## src/rtl/ram_dbg_pkg.sv

```systemverilog
// Shared types for the debug RAM bridge: access size, FSM state and the
// per-beat address step.
package ram_dbg_pkg;

   typedef enum logic [1:0] {
      SZ_B   = 2'd0,
      SZ_H   = 2'd1,
      SZ_W   = 2'd2,
      SZ_BAD = 2'd3
   } size_e;

   typedef enum logic [1:0] {
      IDLE  = 2'd0,
      ISSUE = 2'd1,
      RESP  = 2'd2
   } state_e;

   // Byte distance between consecutive auto-increment beats.
   function automatic logic [31:0] size_step(input size_e size);
      return 32'd1 << size;
   endfunction

endpackage

```

## src/rtl/ram_dbg_bridge_if.sv

```systemverilog
// Command/response channel from the debug module plus the RAM jtag_* access
// port. The bridge uses the slave view; the debug side and RAM use master.
interface ram_dbg_bridge_if #(
   parameter int unsigned LEN_W = 8
);
   logic             cmd_valid_i;
   logic             cmd_ready_o;
   logic             cmd_we_i;
   logic [31:0]      cmd_addr_i;
   logic [31:0]      cmd_wdata_i;
   logic [1:0]       cmd_size_i;
   logic [LEN_W-1:0] cmd_len_i;
   logic             cmd_autoinc_i;
   logic             rsp_valid_o;
   logic             rsp_ready_i;
   logic [31:0]      rsp_rdata_o;
   logic             rsp_err_o;
   logic             rsp_last_o;
   logic             busy_o;
   logic             lsu_wr_i;
   logic             jtag_ce_o;
   logic             jtag_we_o;
   logic [3:0]       jtag_sel_o;
   logic [31:0]      jtag_addr_o;
   logic [31:0]      jtag_data_o;
   logic             jtag_rvalid_i;
   logic [31:0]      jtag_data_i;

   modport slave (
      input  cmd_valid_i, cmd_we_i, cmd_addr_i, cmd_wdata_i, cmd_size_i,
             cmd_len_i, cmd_autoinc_i, rsp_ready_i, lsu_wr_i,
             jtag_rvalid_i, jtag_data_i,
      output cmd_ready_o, rsp_valid_o, rsp_rdata_o, rsp_err_o, rsp_last_o,
             busy_o, jtag_ce_o, jtag_we_o, jtag_sel_o, jtag_addr_o, jtag_data_o
   );

   modport master (
      output cmd_valid_i, cmd_we_i, cmd_addr_i, cmd_wdata_i, cmd_size_i,
             cmd_len_i, cmd_autoinc_i, rsp_ready_i, lsu_wr_i,
             jtag_rvalid_i, jtag_data_i,
      input  cmd_ready_o, rsp_valid_o, rsp_rdata_o, rsp_err_o, rsp_last_o,
             busy_o, jtag_ce_o, jtag_we_o, jtag_sel_o, jtag_addr_o, jtag_data_o
   );
endinterface

```

## src/rtl/ram_dbg_lane.sv

```systemverilog
// Byte-lane handling for one access: lane enables, write-data replication,
// read-data extraction with zero extension, and alignment check.
module ram_dbg_lane
   import ram_dbg_pkg::*;
(
   input  size_e       size,
   input  logic [1:0]  lane,
   input  logic [31:0] wdata_in,
   input  logic [31:0] rword,
   output logic [3:0]  sel,
   output logic [31:0] wdata,
   output logic [31:0] rdata,
   output logic        misalign
);

   logic [31:0] shifted;

   // Decode lanes for the current size/offset; illegal size yields no lanes.
   always_comb begin
      shifted  = rword >> {lane, 3'b000};
      sel      = '0;
      wdata    = '0;
      rdata    = '0;
      misalign = 1'b0;
      case (size)
         SZ_B: begin
            sel   = 4'b0001 << lane;
            wdata = {4{wdata_in[7:0]}};
            rdata = {24'd0, shifted[7:0]};
         end
         SZ_H: begin
            sel      = 4'b0011 << lane;
            wdata    = {2{wdata_in[15:0]}};
            rdata    = {16'd0, shifted[15:0]};
            misalign = lane[0];
         end
         SZ_W: begin
            sel      = 4'b1111;
            wdata    = wdata_in;
            rdata    = rword;
            misalign = (lane != 2'd0);
         end
         default: ;
      endcase
   end

endmodule

```

## src/rtl/ram_dbg_bridge.sv

```systemverilog
// Debug-side RAM master: expands one debug command into per-beat jtag_*
// accesses. Reads answer per beat; writes answer once after the last beat.
// Writes stall while the LSU is writing the RAM.
module ram_dbg_bridge
   import ram_dbg_pkg::*;
#(
   parameter int unsigned RAM_DEPTH = 4096,
   parameter int unsigned LEN_W     = 8
)(
   input  logic            clk_i,
   input  logic            rst_i,
   ram_dbg_bridge_if.slave bus
);

   localparam logic [31:0] ADDR_LIMIT = 32'(4 * RAM_DEPTH);

   state_e           state, state_nx;
   logic             we_q, we_nx;
   logic [31:0]      addr_q, addr_nx;
   logic [31:0]      wdata_q, wdata_nx;
   size_e            size_q, size_nx;
   logic [LEN_W-1:0] cnt_q, cnt_nx;
   logic [31:0]      rdata_q, rdata_nx;
   logic             err_q, err_nx;
   logic             last_q, last_nx;

   logic [3:0]       lane_sel;
   logic [31:0]      lane_wdata;
   logic [31:0]      lane_rdata;
   logic             lane_misalign;
   logic             bad;

   ram_dbg_lane u_lane (
      .size     (size_q),
      .lane     (addr_q[1:0]),
      .wdata_in (wdata_q),
      .rword    (bus.jtag_data_i),
      .sel      (lane_sel),
      .wdata    (lane_wdata),
      .rdata    (lane_rdata),
      .misalign (lane_misalign)
   );

   // State and command context registers.
   always_ff @(posedge clk_i or posedge rst_i) begin
      if (rst_i) begin
         state   <= IDLE;
         we_q    <= 1'b0;
         addr_q  <= '0;
         wdata_q <= '0;
         size_q  <= SZ_B;
         cnt_q   <= '0;
         rdata_q <= '0;
         err_q   <= 1'b0;
         last_q  <= 1'b0;
      end else begin
         state   <= state_nx;
         we_q    <= we_nx;
         addr_q  <= addr_nx;
         wdata_q <= wdata_nx;
         size_q  <= size_nx;
         cnt_q   <= cnt_nx;
         rdata_q <= rdata_nx;
         err_q   <= err_nx;
         last_q  <= last_nx;
      end
   end

   // Next-state, beat sequencing and all port outputs.
   always_comb begin
      state_nx = state;
      we_nx    = we_q;
      addr_nx  = addr_q;
      wdata_nx = wdata_q;
      size_nx  = size_q;
      cnt_nx   = cnt_q;
      rdata_nx = rdata_q;
      err_nx   = err_q;
      last_nx  = last_q;

      bus.cmd_ready_o = 1'b0;
      bus.rsp_valid_o = 1'b0;
      bus.rsp_rdata_o = '0;
      bus.rsp_err_o   = 1'b0;
      bus.rsp_last_o  = 1'b0;
      bus.busy_o      = (state != IDLE);
      bus.jtag_ce_o   = 1'b0;
      bus.jtag_we_o   = 1'b0;
      bus.jtag_sel_o  = '0;
      bus.jtag_addr_o = '0;
      bus.jtag_data_o = '0;

      bad = (size_q == SZ_BAD) || lane_misalign || (addr_q >= ADDR_LIMIT);

      case (state)
         IDLE: begin
            bus.cmd_ready_o = 1'b1;
            if (bus.cmd_valid_i) begin
               we_nx    = bus.cmd_we_i;
               addr_nx  = bus.cmd_addr_i;
               wdata_nx = bus.cmd_wdata_i;
               size_nx  = size_e'(bus.cmd_size_i);
               // Without auto-increment the burst collapses to one beat.
               cnt_nx   = bus.cmd_autoinc_i ? bus.cmd_len_i : '0;
               state_nx = ISSUE;
            end
         end

         ISSUE: begin
            if (bad) begin
               rdata_nx = '0;
               err_nx   = 1'b1;
               last_nx  = 1'b1;
               state_nx = RESP;
            end else begin
               bus.jtag_ce_o   = 1'b1;
               bus.jtag_we_o   = we_q;
               bus.jtag_sel_o  = lane_sel;
               bus.jtag_addr_o = {addr_q[31:2], 2'b00};
               bus.jtag_data_o = we_q ? lane_wdata : '0;
               if (!we_q) begin
                  rdata_nx = bus.jtag_rvalid_i ? lane_rdata : '0;
                  err_nx   = 1'b0;
                  last_nx  = (cnt_q == '0);
                  state_nx = RESP;
               end else if (!bus.lsu_wr_i) begin
                  // Write beats chain directly; only the final one responds.
                  if (cnt_q == '0) begin
                     rdata_nx = '0;
                     err_nx   = 1'b0;
                     last_nx  = 1'b1;
                     state_nx = RESP;
                  end else begin
                     addr_nx = addr_q + size_step(size_q);
                     cnt_nx  = cnt_q - 1'b1;
                  end
               end
            end
         end

         RESP: begin
            bus.rsp_valid_o = 1'b1;
            bus.rsp_rdata_o = rdata_q;
            bus.rsp_err_o   = err_q;
            bus.rsp_last_o  = last_q;
            if (bus.rsp_ready_i) begin
               if (last_q) begin
                  state_nx = IDLE;
               end else begin
                  addr_nx  = addr_q + size_step(size_q);
                  cnt_nx   = cnt_q - 1'b1;
                  state_nx = ISSUE;
               end
            end
         end

         default: state_nx = IDLE;
      endcase
   end

endmodule
```

## src/flat_wrapper.sv

```systemverilog
// flat-port wrapper written by rule: the top's interface ports become plain ports
module ram_dbg_bridge_flat import ram_dbg_pkg::*;
#(
   parameter int unsigned RAM_DEPTH = 4096,
   parameter int unsigned LEN_W     = 8
)
  (clk_i, rst_i, bus_cmd_valid_i, bus_cmd_we_i, bus_cmd_addr_i, bus_cmd_wdata_i, bus_cmd_size_i, bus_cmd_len_i, bus_cmd_autoinc_i, bus_rsp_ready_i, bus_lsu_wr_i, bus_jtag_rvalid_i, bus_jtag_data_i, bus_cmd_ready_o, bus_rsp_valid_o, bus_rsp_rdata_o, bus_rsp_err_o, bus_rsp_last_o, bus_busy_o, bus_jtag_ce_o, bus_jtag_we_o, bus_jtag_sel_o, bus_jtag_addr_o, bus_jtag_data_o);
  ram_dbg_bridge_if #(.LEN_W(LEN_W)) bus_i ();
  input  logic clk_i;
  input  logic rst_i;
  input wire logic [$bits(bus_i.cmd_valid_i)-1:0] bus_cmd_valid_i;
  input wire logic [$bits(bus_i.cmd_we_i)-1:0] bus_cmd_we_i;
  input wire logic [$bits(bus_i.cmd_addr_i)-1:0] bus_cmd_addr_i;
  input wire logic [$bits(bus_i.cmd_wdata_i)-1:0] bus_cmd_wdata_i;
  input wire logic [$bits(bus_i.cmd_size_i)-1:0] bus_cmd_size_i;
  input wire logic [$bits(bus_i.cmd_len_i)-1:0] bus_cmd_len_i;
  input wire logic [$bits(bus_i.cmd_autoinc_i)-1:0] bus_cmd_autoinc_i;
  input wire logic [$bits(bus_i.rsp_ready_i)-1:0] bus_rsp_ready_i;
  input wire logic [$bits(bus_i.lsu_wr_i)-1:0] bus_lsu_wr_i;
  input wire logic [$bits(bus_i.jtag_rvalid_i)-1:0] bus_jtag_rvalid_i;
  input wire logic [$bits(bus_i.jtag_data_i)-1:0] bus_jtag_data_i;
  output wire logic [$bits(bus_i.cmd_ready_o)-1:0] bus_cmd_ready_o;
  output wire logic [$bits(bus_i.rsp_valid_o)-1:0] bus_rsp_valid_o;
  output wire logic [$bits(bus_i.rsp_rdata_o)-1:0] bus_rsp_rdata_o;
  output wire logic [$bits(bus_i.rsp_err_o)-1:0] bus_rsp_err_o;
  output wire logic [$bits(bus_i.rsp_last_o)-1:0] bus_rsp_last_o;
  output wire logic [$bits(bus_i.busy_o)-1:0] bus_busy_o;
  output wire logic [$bits(bus_i.jtag_ce_o)-1:0] bus_jtag_ce_o;
  output wire logic [$bits(bus_i.jtag_we_o)-1:0] bus_jtag_we_o;
  output wire logic [$bits(bus_i.jtag_sel_o)-1:0] bus_jtag_sel_o;
  output wire logic [$bits(bus_i.jtag_addr_o)-1:0] bus_jtag_addr_o;
  output wire logic [$bits(bus_i.jtag_data_o)-1:0] bus_jtag_data_o;
  assign bus_i.cmd_valid_i = bus_cmd_valid_i;
  assign bus_i.cmd_we_i = bus_cmd_we_i;
  assign bus_i.cmd_addr_i = bus_cmd_addr_i;
  assign bus_i.cmd_wdata_i = bus_cmd_wdata_i;
  assign bus_i.cmd_size_i = bus_cmd_size_i;
  assign bus_i.cmd_len_i = bus_cmd_len_i;
  assign bus_i.cmd_autoinc_i = bus_cmd_autoinc_i;
  assign bus_i.rsp_ready_i = bus_rsp_ready_i;
  assign bus_i.lsu_wr_i = bus_lsu_wr_i;
  assign bus_i.jtag_rvalid_i = bus_jtag_rvalid_i;
  assign bus_i.jtag_data_i = bus_jtag_data_i;
  assign bus_cmd_ready_o = bus_i.cmd_ready_o;
  assign bus_rsp_valid_o = bus_i.rsp_valid_o;
  assign bus_rsp_rdata_o = bus_i.rsp_rdata_o;
  assign bus_rsp_err_o = bus_i.rsp_err_o;
  assign bus_rsp_last_o = bus_i.rsp_last_o;
  assign bus_busy_o = bus_i.busy_o;
  assign bus_jtag_ce_o = bus_i.jtag_ce_o;
  assign bus_jtag_we_o = bus_i.jtag_we_o;
  assign bus_jtag_sel_o = bus_i.jtag_sel_o;
  assign bus_jtag_addr_o = bus_i.jtag_addr_o;
  assign bus_jtag_data_o = bus_i.jtag_data_o;
  ram_dbg_bridge #(.RAM_DEPTH(RAM_DEPTH), .LEN_W(LEN_W)) u_core (.clk_i(clk_i), .rst_i(rst_i), .bus(bus_i));
endmodule
```

## config.mk

```make
export PLATFORM = sky130hd
export DESIGN_NAME = ram_dbg_bridge_flat
export DESIGN_NICKNAME = d
export VERILOG_FILES = /design/src/rtl/ram_dbg_pkg.sv /design/src/rtl/ram_dbg_bridge_if.sv /design/src/rtl/ram_dbg_lane.sv /design/src/rtl/ram_dbg_bridge.sv /design/src/flat_wrapper.sv
export SDC_FILE = /design/constraint.sdc
export NUM_CORES = 1
export LEC_CHECK = 0
export BUFFER_PORTS_ARGS = -buffer_cell sky130_fd_sc_hd__buf_2
export CORE_MARGIN = 1
export CORE_UTILIZATION = 42
export CTS_BUF_LIST = sky130_fd_sc_hd__clkbuf_2 sky130_fd_sc_hd__clkbuf_4 sky130_fd_sc_hd__clkbuf_8
export DETAILED_ROUTE_END_ITERATION = 10
export MAX_ROUTING_LAYER = met4
export PLACE_DENSITY = 0.71
export RECOVER_POWER = 25
export SLEW_MARGIN = 10
export SYNTH_ARGS = -nofsm -noshare
export SYNTH_HDL_FRONTEND = slang
export SYNTH_SLANG_ARGS = --single-unit
export TNS_END_PERCENT = 10
```

## constraint.sdc

```tcl
create_clock -name clk_i -period 4 [get_ports clk_i]
set_clock_uncertainty 0.05 [all_clocks]
set_input_delay 0.4 -clock clk_i [delete_from_list [all_inputs] [get_ports clk_i]]
set_output_delay 0.4 -clock clk_i [all_outputs]
set_load 0.005 [all_outputs]
```

==> impl_results.md <==
- Status: finished, violations left
- Failing checks: capacitance limit, slew limit
- Wire per inst: 18.52 um
- Psw: just over 0.003 W
- DIE WIDTH: between 100 and 150 um
- I/O Pins: 221
- Post-synth top area share: 0.3858
- Area contributors post-synth: dfrtp_1 (39%), mux2_2 (5.5%), and2_1 (4.6%), a21oi_1 (4.4%), a22oi_1 (3.4%)
- Syn Std Cell Area: slightly above 7000 sq um
- Peak VDD IR: approximately 0.38 mV
- Final Cycle Share: 0.8791
- Fmax achieved: 0.2844 GHz
- Layout cells sized above 1: 0.3002
- CTS max path bufs: 2
- Mean Syn Cell Area: around 9 sq um
- Min-delay worst type: in2reg
- Setup TNS: 0 ns
- Max H-tree Level: 3
- Via count: roughly 7,000
- Initial antenna violation count: 2
- Leading cell type in the layout, fill and taps excluded: buf_2
- CTS root buf: clkbuf_8
- Antenna-violating nets left: 0
- Cells after Synth: roughly 800
- CTS tree: built
- Static Leak: just under 4 nW
- Vias per inst: between 5 and 6
- DRT Wirelength: between 20 and 25 mm
- Final worst slack: between 0.4 and 0.5 ns
- Final hold violation count: 0
- Nets@finish: around 1,100
- Initial Util: 0.4326
- Worst Setup Start Kind: register
- Normalized max-slew margin: -0.02098
- Tightest Pin Transition: 1.523 ns
- Crit path time final: 3.517 ns
- Die span in y: 132.9 um
- Most frequent cells in the layout: buf_2 (199), dfrtp_1 (111), a21oi_1 (64), nand2_1 (62), and2_1 (53)
- Max-cap violations: 2
- Worst skew pair latency: around 0.40 ns
- Fraction of power consumed by sequential logic: 0.331
- DRC viols: 0
- Warnings, synthesis: 0
- Critical path endpoint category: register
- Reg clk slew, reported paths: about 0.11 ns
- Placer Congestion: between 0.9 and 1
- Global-route wire length before repair: 35.05 mm
- Post-synth EDFFs: 0
- Core area: 16,640 sq um
- DR pass1 iterations: 6
- Die area: 17,670 sq um
- Final setup viols: 0
- Netlist cell types: between 60 and 70
- PD cells: roughly 730 nW/um^2
- Internal power: 0.003113 W
- Post-synthesis sequential area ratio: 0.3858
- Combinational Power Share: 0.560
- Unrepaired setup endpoints after global routing: false
- Worst Setup Path Type: reg2reg
- Area Growth Syn to Fin: 16.77%
- Grt ovf: 0
- Post-synth top flop: dfrtp_1
- Vias in the first global route: between 6,000 and 7,000
- Crit path required time: approximately 4.2 ns
- CTS-repair resized insts: 0
- First DRT Iteration DRCs: ~520
- Num CTS Buffers: 9
- Post-synthesis sequential element count: about 110
- Clk sinks: roughly 110
- Switching Fraction: 0.4939
- Port Buffer Count: 200
- Slew Viols, Final: 62
- Dpl hpwl: 15.95 mm
- Leading area contributor after synthesis: dfrtp_1
- Post-Place Worst Slack: around 0.57 ns
- Tot GR Track Use: 0.2592
- FP Rows: 47
- Maximum fanout along the worst path: 16
- Clock Power Share: 0.109
- Largest net degree at the start of global routing: slightly above 80
- Asr flop ratio synth: 1.000
- Critical path arrival: 3.75 ns
-- registers in the layout, indices dropped and copies added (netlist names) --
name / count
u_core.addr_q: 32
u_core.cnt_q: 8
u_core.err_q: 1
u_core.last_q: 1
u_core.rdata_q: 32
u_core.size_q: 2
u_core.state: 2
u_core.wdata_q: 32
u_core.we_q: 1
-- worst max-delay path: stages, from the launching register on --
cell	delay, ns
dfrtp_1	0.48
inv_1	0.13
ha_1	0.30
clkinv_1	0.30
fa_1	0.48
nor2b_1	0.29
o21ai_1	0.44
or4_1	0.65
o22ai_1	0.16
a21oi_1	0.10
-- cells by family after synthesis --
| group | synth area share |
|---|---|
| AOI/OAI and AO/OA | 0.2605 |
| xor gates and xnor gates | 0.001217 |
| adders and majority gates | 0.02711 |
| buffers and inverters | 0.07577 |
| DFF | 0.3858 |
| muxes | 0.07004 |
| other | 0.0005209 |
| and+or+nand+nor | 0.1790 |
-- final timing paths --
check,end,from,cells after the start,slack (ns)
min in group asynchronous,u_core.wdata_q[23],rst_i,3,0.81
max in group asynchronous,u_core.rdata_q[20],rst_i,4,1.10
worst max register to register,u_core.addr_q[30],u_core.size_q[1],9,0.48
worst min register to register,u_core.rdata_q[8],u_core.rdata_q[8],2,0.43
worst max-delay path,u_core.addr_q[30],u_core.size_q[1],9,0.48
worst min-delay path,u_core.wdata_q[6],bus_cmd_wdata_i[6],2,0.17
-- final cells by class --
class / count / area [sq um]
Multi-Input combinational cell: 596 / 3950
Antenna cell: 2 / 5.005
Inverter: 28 / 106.4
Sequential cell: 111 / 2778
Tap cell: 220 / 275.3
Clock inverter: 6 / 53.80
Timing Repair Buffer: 215 / 1107
Fill cell: 1649 / 8235
Clock buffer: 10 / 131.4
-- metrics by stage --
step | power (W) | hold slack [ns] | util | cell area [sq um] | cells
floorplan | 0.004613 | 0.3897 | - | 7271 | 818
global placement | 0.005404 | 0.3941 | 0.4937 | 8217 | 1169
detailed placement | 0.005452 | 0.3910 | 0.4937 | 8217 | 1169
CTS | 0.006148 | 0.1510 | 0.5055 | 8412 | 1186
global route | 0.006658 | 0.1566 | 0.5052 | 8407 | 1188
finish | 0.006151 | 0.1685 | 0.5052 | 8407 | 1188
-- synth_stat cells (all sizes together) (10+ instances only) --
library cell / n
ha: 14
a31oi: 26
and2: 53
mux2i: 11
inv: 27
nor2: 38
a22oi: 33
clkbuf: 45
mux2: 35
o22ai: 13
nand2: 64
o21ai: 35
a22o: 18
nand3: 19
o31ai: 30
a21oi: 64
nor4: 10
nor3: 11
dfrtp: 111
buf: 38
-- routing by layer --
| metal | vias to the layer above | GRT usage | part of all wire |
|---|---|---|---|
| met3 | 42 | 0.03180 | 0.066 |
| li1 | 3255 | - | - |
| met1 | 3281 | 0.3597 | 0.45 |
| met5 | - | - | 0 |
| met2 | 320 | 0.3831 | 0.46 |
| met4 | 0 | 0.1028 | 0.027 |
-- power groups by stage --
stage | registers, W | clock network [W] | logic, W
finish | 0.00204 | 0.000670 | 0.00344
global route | 0.00211 | 0.000727 | 0.00382
CTS | 0.00202 | 0.000694 | 0.00343
detailed placement | 0.00204 | 0 | 0.00341
global placement | 0.00204 | 0 | 0.00337
floorplan | 0.00183 | 0 | 0.00279
-- timing repair --
action	CTS	global route
buffers inserted	0	0
hold buffers	1	0
endpoints found under the hold margin	30	0
Note: power is estimated with default switching activity, not from simulation.
